$ cat src/rtl/imem_loader_pkg.sv
// Shared types and constants for the boot-time instruction-memory loader.
package imem_loader_pkg;

    typedef enum logic [2:0] {
        StIdle,
        StCount,
        StLoad,
        StFlush,
        StCheck,
        StDone,
        StErr
    } state_e;

    localparam int unsigned WORD_BYTES = 4;
    localparam int unsigned LANE_W     = $clog2(WORD_BYTES);

endpackage

$ cat src/rtl/imem_loader_byte_packer.sv
// Byte packer: gathers little-endian bytes into a 32-bit word and pulses
// word_valid_o on the byte that completes it.
module imem_loader_byte_packer
    import imem_loader_pkg::*;
(
    input  logic                      clk,
    input  logic                      rst_n,
    input  logic                      clr_i,
    input  logic                      byte_en_i,
    input  logic [7:0]                byte_i,
    output logic [8*WORD_BYTES-1:0]   word_o,
    output logic                      word_valid_o
);

    logic [LANE_W-1:0]               lane_q, lane_d;
    logic [8*(WORD_BYTES-1)-1:0]     shift_q, shift_d;

    always_comb begin
        lane_d  = lane_q;
        shift_d = shift_q;
        if (clr_i) begin
            lane_d  = '0;
            shift_d = '0;
        end else if (byte_en_i) begin
            // Lower lanes shift down; the last lane never needs storing.
            shift_d = {byte_i, shift_q[8*(WORD_BYTES-1)-1:8]};
            lane_d  = lane_q + LANE_W'(1);
        end
    end

    assign word_valid_o = byte_en_i && (lane_q == LANE_W'(WORD_BYTES - 1));
    assign word_o       = {byte_i, shift_q};

    always_ff @(posedge clk or negedge rst_n) begin
        if (!rst_n) begin
            lane_q  <= '0;
            shift_q <= '0;
        end else begin
            lane_q  <= lane_d;
            shift_q <= shift_d;
        end
    end

endmodule

$ cat src/rtl/imem_loader.sv
// Streams a count-prefixed byte image into instruction memory and holds the core in
// reset until loaded. Define IMEM_LOADER_CHECKSUM_EN to require a trailing XOR byte.
module imem_loader
    import imem_loader_pkg::*;
#(
    parameter int unsigned ADDR_W    = 8,
    parameter int unsigned MAX_WORDS = 64
) (
    input  logic              clk,
    input  logic              rst_n,
    input  logic              start,
    input  logic              in_valid,
    input  logic [7:0]        in_data,
    output logic              in_ready,
    output logic              wr_en,
    output logic [ADDR_W-1:0] wr_addr,
    output logic [31:0]       wr_data,
    output logic              cpu_rst,
    output logic              busy,
    output logic              done,
    output logic              err
);

    localparam int unsigned IdxW = (MAX_WORDS > 1) ? $clog2(MAX_WORDS) : 1;

    state_e              state_q, state_d;
    logic [IdxW-1:0]     idx_q, idx_d;
    logic [IdxW-1:0]     last_q, last_d;
    logic                wr_en_q, wr_en_d;
    logic [ADDR_W-1:0]   wr_addr_q, wr_addr_d;
    logic [31:0]         wr_data_q, wr_data_d;
    logic                fire;
    logic                pack_clr;
    logic                pack_en;
    logic                word_valid;
    logic [31:0]         word;
`ifdef IMEM_LOADER_CHECKSUM_EN
    logic [7:0]          csum_q, csum_d;
`endif

    assign in_ready = (state_q == StCount) || (state_q == StLoad) || (state_q == StCheck);
    assign fire     = in_valid && in_ready;
    // Clearing throughout COUNT guarantees lane 0 on every entry to LOAD.
    assign pack_clr = (state_q == StCount);
    assign pack_en  = fire && (state_q == StLoad);

    imem_loader_byte_packer u_packer (
        .clk          (clk),
        .rst_n        (rst_n),
        .clr_i        (pack_clr),
        .byte_en_i    (pack_en),
        .byte_i       (in_data),
        .word_o       (word),
        .word_valid_o (word_valid)
    );

    always_comb begin
        state_d   = state_q;
        idx_d     = idx_q;
        last_d    = last_q;
        wr_en_d   = 1'b0;
        wr_addr_d = wr_addr_q;
        wr_data_d = wr_data_q;
`ifdef IMEM_LOADER_CHECKSUM_EN
        csum_d    = csum_q;
`endif
        unique case (state_q)
            StIdle, StDone, StErr: begin
                if (start) begin
                    state_d = StCount;
                    idx_d   = '0;
`ifdef IMEM_LOADER_CHECKSUM_EN
                    csum_d  = '0;
`endif
                end
            end
            StCount: begin
                if (fire) begin
                    if (in_data == 8'd0 || 32'(in_data) > MAX_WORDS) begin
                        state_d = StErr;
                    end else begin
                        state_d = StLoad;
                        last_d  = IdxW'(in_data - 8'd1);
                    end
                end
            end
            StLoad: begin
`ifdef IMEM_LOADER_CHECKSUM_EN
                if (fire) begin
                    csum_d = csum_q ^ in_data;
                end
`endif
                if (word_valid) begin
                    wr_en_d   = 1'b1;
                    wr_addr_d = ADDR_W'({idx_q, 2'b00});
                    wr_data_d = word;
                    idx_d     = idx_q + IdxW'(1);
                    if (idx_q == last_q) begin
                        state_d = StFlush;
                    end
                end
            end
            StFlush: begin
`ifdef IMEM_LOADER_CHECKSUM_EN
                state_d = StCheck;
`else
                state_d = StDone;
`endif
            end
`ifdef IMEM_LOADER_CHECKSUM_EN
            StCheck: begin
                if (fire) begin
                    state_d = (in_data == csum_q) ? StDone : StErr;
                end
            end
`endif
            default: state_d = StIdle;
        endcase
    end

    always_ff @(posedge clk or negedge rst_n) begin
        if (!rst_n) begin
            state_q   <= StIdle;
            idx_q     <= '0;
            last_q    <= '0;
            wr_en_q   <= 1'b0;
            wr_addr_q <= '0;
            wr_data_q <= '0;
        end else begin
            state_q   <= state_d;
            idx_q     <= idx_d;
            last_q    <= last_d;
            wr_en_q   <= wr_en_d;
            wr_addr_q <= wr_addr_d;
            wr_data_q <= wr_data_d;
        end
    end

`ifdef IMEM_LOADER_CHECKSUM_EN
    always_ff @(posedge clk or negedge rst_n) begin
        if (!rst_n) begin
            csum_q <= '0;
        end else begin
            csum_q <= csum_d;
        end
    end
`endif

    assign wr_en   = wr_en_q;
    assign wr_addr = wr_addr_q;
    assign wr_data = wr_data_q;
    assign busy    = (state_q == StCount) || (state_q == StLoad) ||
                     (state_q == StFlush) || (state_q == StCheck);
    assign done    = (state_q == StDone);
    assign err     = (state_q == StErr);
    assign cpu_rst = (state_q != StDone);

endmodule

$ cat config.mk
export PLATFORM = sky130hd
export DESIGN_NAME = imem_loader
export DESIGN_NICKNAME = d
export VERILOG_FILES = /design/src/rtl/imem_loader_pkg.sv /design/src/rtl/imem_loader_byte_packer.sv /design/src/rtl/imem_loader.sv
export SDC_FILE = /design/constraint.sdc
export NUM_CORES = 1
export LEC_CHECK = 0
export BUFFER_PORTS_ARGS = -buffer_cell sky130_fd_sc_hd__buf_2
export CAP_MARGIN = 5
export CORE_ASPECT_RATIO = 0.5
export CORE_MARGIN = 2
export CORE_UTILIZATION = 61
export CTS_CLUSTER_SIZE = 16
export DETAILED_ROUTE_END_ITERATION = 8
export PLACE_DENSITY = 0.94
export SETUP_SLACK_MARGIN = 0.3
export SLEW_MARGIN = 20
export SYNTH_ARGS = -nofsm -noshare
export SYNTH_HDL_FRONTEND = slang
export SYNTH_HIERARCHICAL = 1
export SYNTH_SLANG_ARGS = --single-unit
export TNS_END_PERCENT = 50
$ cat constraint.sdc
create_clock -name clk -period 7.4 [get_ports clk]
set_clock_uncertainty 0.15 [all_clocks]
set_input_delay 1.48 -clock clk [delete_from_list [all_inputs] [get_ports clk]]
set_output_delay 1.48 -clock clk [all_outputs]
set_load 0.05 [all_outputs]
Word-level counts from Yosys, hierarchy flattened:

Cells that the tools add are included.

* order comparisons: 1
* add/sub/neg operators: 3
* mux-type cells: 15
* reduce and logical (&&, ||, !) cells: 17
* equal/unequal tests: 13
* bitwise logic cells: 1

Operator list (number)
* two-way mux 24 bit: 2
* two-way mux 3 bit: 5
* two-way mux 6 bit: 2
* case mux 3 bit (4 select lines): 1
* case mux 6 bit (2 select lines): 1
* == test 3 bit, second input constant: 3
* greater-than comparator 8 x 7 -> 1 bit, second input constant: 1
* logical NOT 8 bit: 1
* adder 6 x 1 -> 6 bit, second input constant: 1
* == test 3 x 2 -> 1 bit, second input constant: 2
* == test 6 bit: 1
* AND reduction 3 bit: 2
* subtractor 6 x 1 -> 6 bit, second input constant: 1
* logical OR 1 bit: 5
* two-way mux 2 bit: 2
* != test 2 x 1 -> 1 bit, second input constant: 2
* != test 2 bit, second input constant: 2
* AND reduction 4 bit: 1
* nonzero test 2 bit: 2
* == test 3 x 1 -> 1 bit, second input constant: 1
* logical AND 1 bit: 3
* logical NOT 3 bit: 1
* != test 3 bit, second input constant: 1
* OR reduction 3 bit: 1
* 5 further kinds: 6

* word-level logic and storage cells: 58
* input bits: 12
* register bits after elaboration: 80
* output and inout bits: 46

Longest topological paths before layout:

* word-level depth: 8
* depth in mapped cells: 11
* depth with buffers taken out: 7

Hierarchy:

Netlist, hierarchy kept.

By module, submodules not included
* imem_loader: cells each 205, area each 2591.2 um^2, seq. area each 1351.3 um^2, instances 1
* imem_loader_byte_packer: cells each 94, area each 1153.6 um^2, seq. area each 650.6 um^2, instances 1

Worst setup path before layout:

Ideal clock, no wire load.

* path type: register to output
* start point: register state_q[2]
* end point: output port cpu_rst
* cell stages (with the launch flop): 5
* arrival: 2474 ps
* data required time: 5770 ps
* path buffers: 1
* slack: 3296 ps
* cells stage by stage: dfrtp_1 clkbuf_1 inv_1 nor3_1 inv_1

* longest elaborated chain between the ends: 1

RTL lines
* start: declaration: RTL line imem_loader.sv:26 `state_e state_q, state_d;`
* start signal: assignment: RTL line imem_loader.sv:123 `state_q <= StIdle;`
* start signal: assignment: RTL line imem_loader.sv:130 `state_q <= state_d;`
* != test 3 bit: RTL line imem_loader.sv:156 `assign cpu_rst = (state_q != StDone);`
* end: declaration: RTL line imem_loader.sv:18 `output logic cpu_rst,`

Every way passes these cells.

Worst setup path in the final report:

* start point: input port in_valid
* end point: register wr_data_q[9], in the netlist wr_data[9]

* longest elaborated chain between the ends: 4

RTL lines
* start: declaration: RTL line imem_loader.sv:12 `input logic in_valid,`
* logical AND 1 bit: RTL line imem_loader.sv:42 `assign fire = in_valid && in_ready;`
* logical AND 1 bit: RTL line imem_loader.sv:45 `assign pack_en = fire && (state_q == StLoad);`
* via pack_en: RTL line imem_loader.sv:34 `logic pack_en;`
* logical AND 1 bit: RTL line imem_loader_byte_packer.sv:31 `assign word_valid_o = byte_en_i && (lane_q == LANE_W'(WORD_BYTES - 1));`
* via word_valid: RTL line imem_loader.sv:35 `logic word_valid;`
* AND reduction 2 bit (no source line)
* end signal: assignment: RTL line imem_loader.sv:135 `wr_data_q <= wr_data_d;`
* end: declaration: RTL line imem_loader.sv:31 `logic [31:0] wr_data_q, wr_data_d;`

The timed path passes the listed nets, and every way through them passes these cells.
A chain may end at the register's enable or synchronous reset.

==> results.sh <==
export IMPL_whs_ns=0.331
export IMPL_antenna_found_initial=0
export IMPL_diodes=0
export IMPL_multiInputGateArea_um2=1520
export IMPL_cts_max_level=3
export IMPL_die_y_um=59.4
export IMPL_core_rowCount=20
export IMPL_io_pins=58
export IMPL_crit_fanout=44
export IMPL_design_die_area_um2=6820
export IMPL_dp_hpwl_um=4510
export IMPL_synth_cell_types=52
export IMPL_cts_setup_buffers=0
export IMPL_path_clk_slew_ns=0.06
export IMPL_synth_seq_cells=80
export IMPL_fin_setup_tns_ns=0
export IMPL_cts_tree="built"
export IMPL_io_buffers=55
export IMPL_track_usage=0.241
export IMPL_p_sw_mw=0.423
export IMPL_worstPathRequired_ns=7.46
export IMPL_first_iter_violations=175
export IMPL_fin_area_um2=4260
export IMPL_vias=2458
export IMPL_switching_share=0.334
export IMPL_synth_area_per_cell_um2=12.5
export IMPL_drive_gt1_frac=0.249
export IMPL_comb_power_share=0.229
export IMPL_vdd_drop_max_mv=0.167
export IMPL_drtAntennaViolNets=0
export IMPL_path_cells="buf_2 -> and2_1 -> buf_4 -> and2_1 -> and2_2 -> mux2_1"
export IMPL_slew_viol_final=0
export IMPL_cts_made_buffers=9
export IMPL_post_drt_via_cell_ratio=5.77
export IMPL_grt_max_degree=81
export IMPL_layout_common_cells="dfrtp_1 (80), buf_2 (54), mux2_1 (39)"
export IMPL_synthToLayoutAreaGrowth_pct=13.8
export IMPL_timing_fmax_mhz=279
export IMPL_wl_um=7460
export IMPL_cap_viol_max_count=0
export IMPL_initial_core_util=0.624
export IMPL_p_int_mw=0.846
export IMPL_design_core_area_um2=6010
export IMPL_grt_pass1_wl_um=12200
export IMPL_cts_buffer_depth=2
export IMPL_tightest_slew_ns=1.03
export IMPL_cts_sinks=80
export IMPL_slowest_delay_ns=0.83
export IMPL_layout_nets=361
export IMPL_hold_violations=0
export IMPL_cp_end_kind="register"
export IMPL_finalSetupViolations=0
export IMPL_hold_class="register to register"
export IMPL_first_global_vias=2446
export IMPL_first_pass_iters=4
export IMPL_gp_congestion=0.809
export IMPL_final_common_cell="dfrtp_1"
export IMPL_power_frac_seq=0.421
export IMPL_cts_hold_buffers_added=0
export IMPL_worstSetupStartpointType="input pin"
export IMPL_path_common_cell="and2_1"
export IMPL_cp_arrival_ns=3.65
export IMPL_finalPower_mw=1.27
export IMPL_overflow=0
export IMPL_root_buffer="clkbuf_16"
export IMPL_seq_area_um2=2000
export IMPL_fin_crit_sh=0.485
export IMPL_die_width_um=115
export IMPL_fin_crit_ns=3.59
export IMPL_wire_per_inst_um=17.5
export IMPL_ys_seq_area_frac=0.535
export IMPL_maxSlewHeadroom=0.312
export IMPL_p_per_area_nw_per_um2=298
export IMPL_ys_warn_count=6
export IMPL_crit_type="input pin to register"
export IMPL_grt_setup_unrepaired="no"
export IMPL_num_fill_cells=353
export IMPL_clock_power_share=0.350
export IMPL_clkLatencyLatePin_ns=0.34
export IMPL_leakage_nw=2.22
export IMPL_route_detailed_drc=0
export IMPL_status="finished, final reports clean"
export IMPL_place_area_um2=3950
export IMPL_syn_instance_count=299
export IMPL_cts_repair_resized=0
export IMPL_syn_area_um2=3740
export IMPL_worst_path_max_delay_cell="and2_2"
final timing paths:
path | start | end | slack [ns] | cells past startpoint
setup / recovery | in_valid | wr_data[9] | 3.81 | 6
hold reg to reg | wr_data[1] | wr_data[1] | 0.33 | 1
min in group asynchronous | rst_n | u_packer/shift_q[6] | 0.93 | 1
max in group asynchronous | rst_n | wr_addr[5] | 5.57 | 2
hold / removal | wr_data[1] | wr_data[1] | 0.33 | 1
setup reg to reg | state_q[2] | wr_data[9] | 4.06 | 6
per-stage QoR:
| stage | utilization | worst slack, ns | std cells |
|---|---|---|---|
| CTS | 0.706 | 3.82 | 425 |
| global route | 0.710 | 3.68 | 426 |
| floorplan | - | 3.30 | 300 |
| detailed placement | 0.658 | 3.53 | 410 |
| global placement | 0.658 | 3.67 | 410 |
| finish | 0.710 | 3.81 | 426 |
synth_stat cells, drive strengths merged:
library cell / number / area, um^2
nand2: 7 / 26.3
a31oi: 1 / 6.26
o31a: 1 / 8.76
nor4: 1 / 21.3
o41ai: 1 / 8.76
nor3b: 1 / 12.5
or3b: 2 / 20.0
o211a: 1 / 10.0
nand2b: 1 / 6.26
and2: 4 / 25.0
a22o: 1 / 8.76
a21o: 1 / 7.51
nor2: 35 / 134
a221oi: 1 / 15.0
nand4bb: 1 / 11.3
and3: 2 / 12.5
nor2b: 4 / 25.0
mux2i: 27 / 270
mux2: 43 / 495
dfrtp: 80 / 2000
xor2: 4 / 35.0
ha: 4 / 50.1
xnor2: 8 / 70.1
nand4: 2 / 12.5
conb: 1 / 3.75
o21ai: 10 / 50.0
or4b: 1 / 10.0
nand3: 3 / 15.0
o32a: 1 / 10.0
o311ai: 1 / 8.76
a2111oi: 1 / 8.76
a211o: 1 / 8.76
clkbuf: 2 / 7.51
or4: 1 / 7.51
nor3: 6 / 40.0
o211ai: 1 / 7.51
a21oi: 1 / 8.76
and4b: 1 / 10.0
buf: 22 / 188
a32oi: 2 / 17.5
or3: 1 / 6.26
inv: 9 / 33.8
a2bb2oi: 1 / 8.76
routing by layer:
layer,global-route usage,up-vias,part of all wire
met3,0.0849,28,0.058
met5,0,-,0
li1,-,1122,-
met2,0.363,102,0.47
met4,0.122,0,0.031
met1,0.316,1206,0.44
registers in the layout, indices dropped and copies added (netlist names):
signal,cells
state_q,3
u_packer/lane_q,2
wr_en,1
wr_addr,6
wr_data,32
idx_q,6
u_packer/shift_q,24
last_q,6
cell families after synthesis:
| family | synth area share |
|---|---|
| AOI/OAI and AO/OA | 0.0518 |
| DFF | 0.535 |
| buffers and inverters | 0.0611 |
| other | 0.00100 |
| muxes | 0.204 |
| xor gates and xnor gates | 0.0281 |
| adders and majority gates | 0.0134 |
| and+or+nand+nor | 0.106 |
layout make-up:
type	instances	area share
Clock inverter	6	0.0161
Sequential cell	80	0.470
Inverter	9	0.00792
Clock buffer	9	0.0528
Timing Repair Buffer	58	0.0734
Tap cell	77	0.0226
Multi-Input combinational cell	187	0.357
worst max-delay path, delay by kind of cell:
family        cells  cell delay, ns
buf+inv           2            0.50
mux               1            0.43
simple gates      3            1.21
power by group through the flow:
stage	Sequential [mW]	Clock (mW)	Combinational (mW)
finish	0.535	0.444	0.290
global route	0.543	0.468	0.314
CTS	0.533	0.447	0.288
detailed placement	0.541	0	0.282
global placement	0.537	0	0.272
floorplan	0.514	0	0.252
Note: power is estimated with default switching activity, not from simulation.
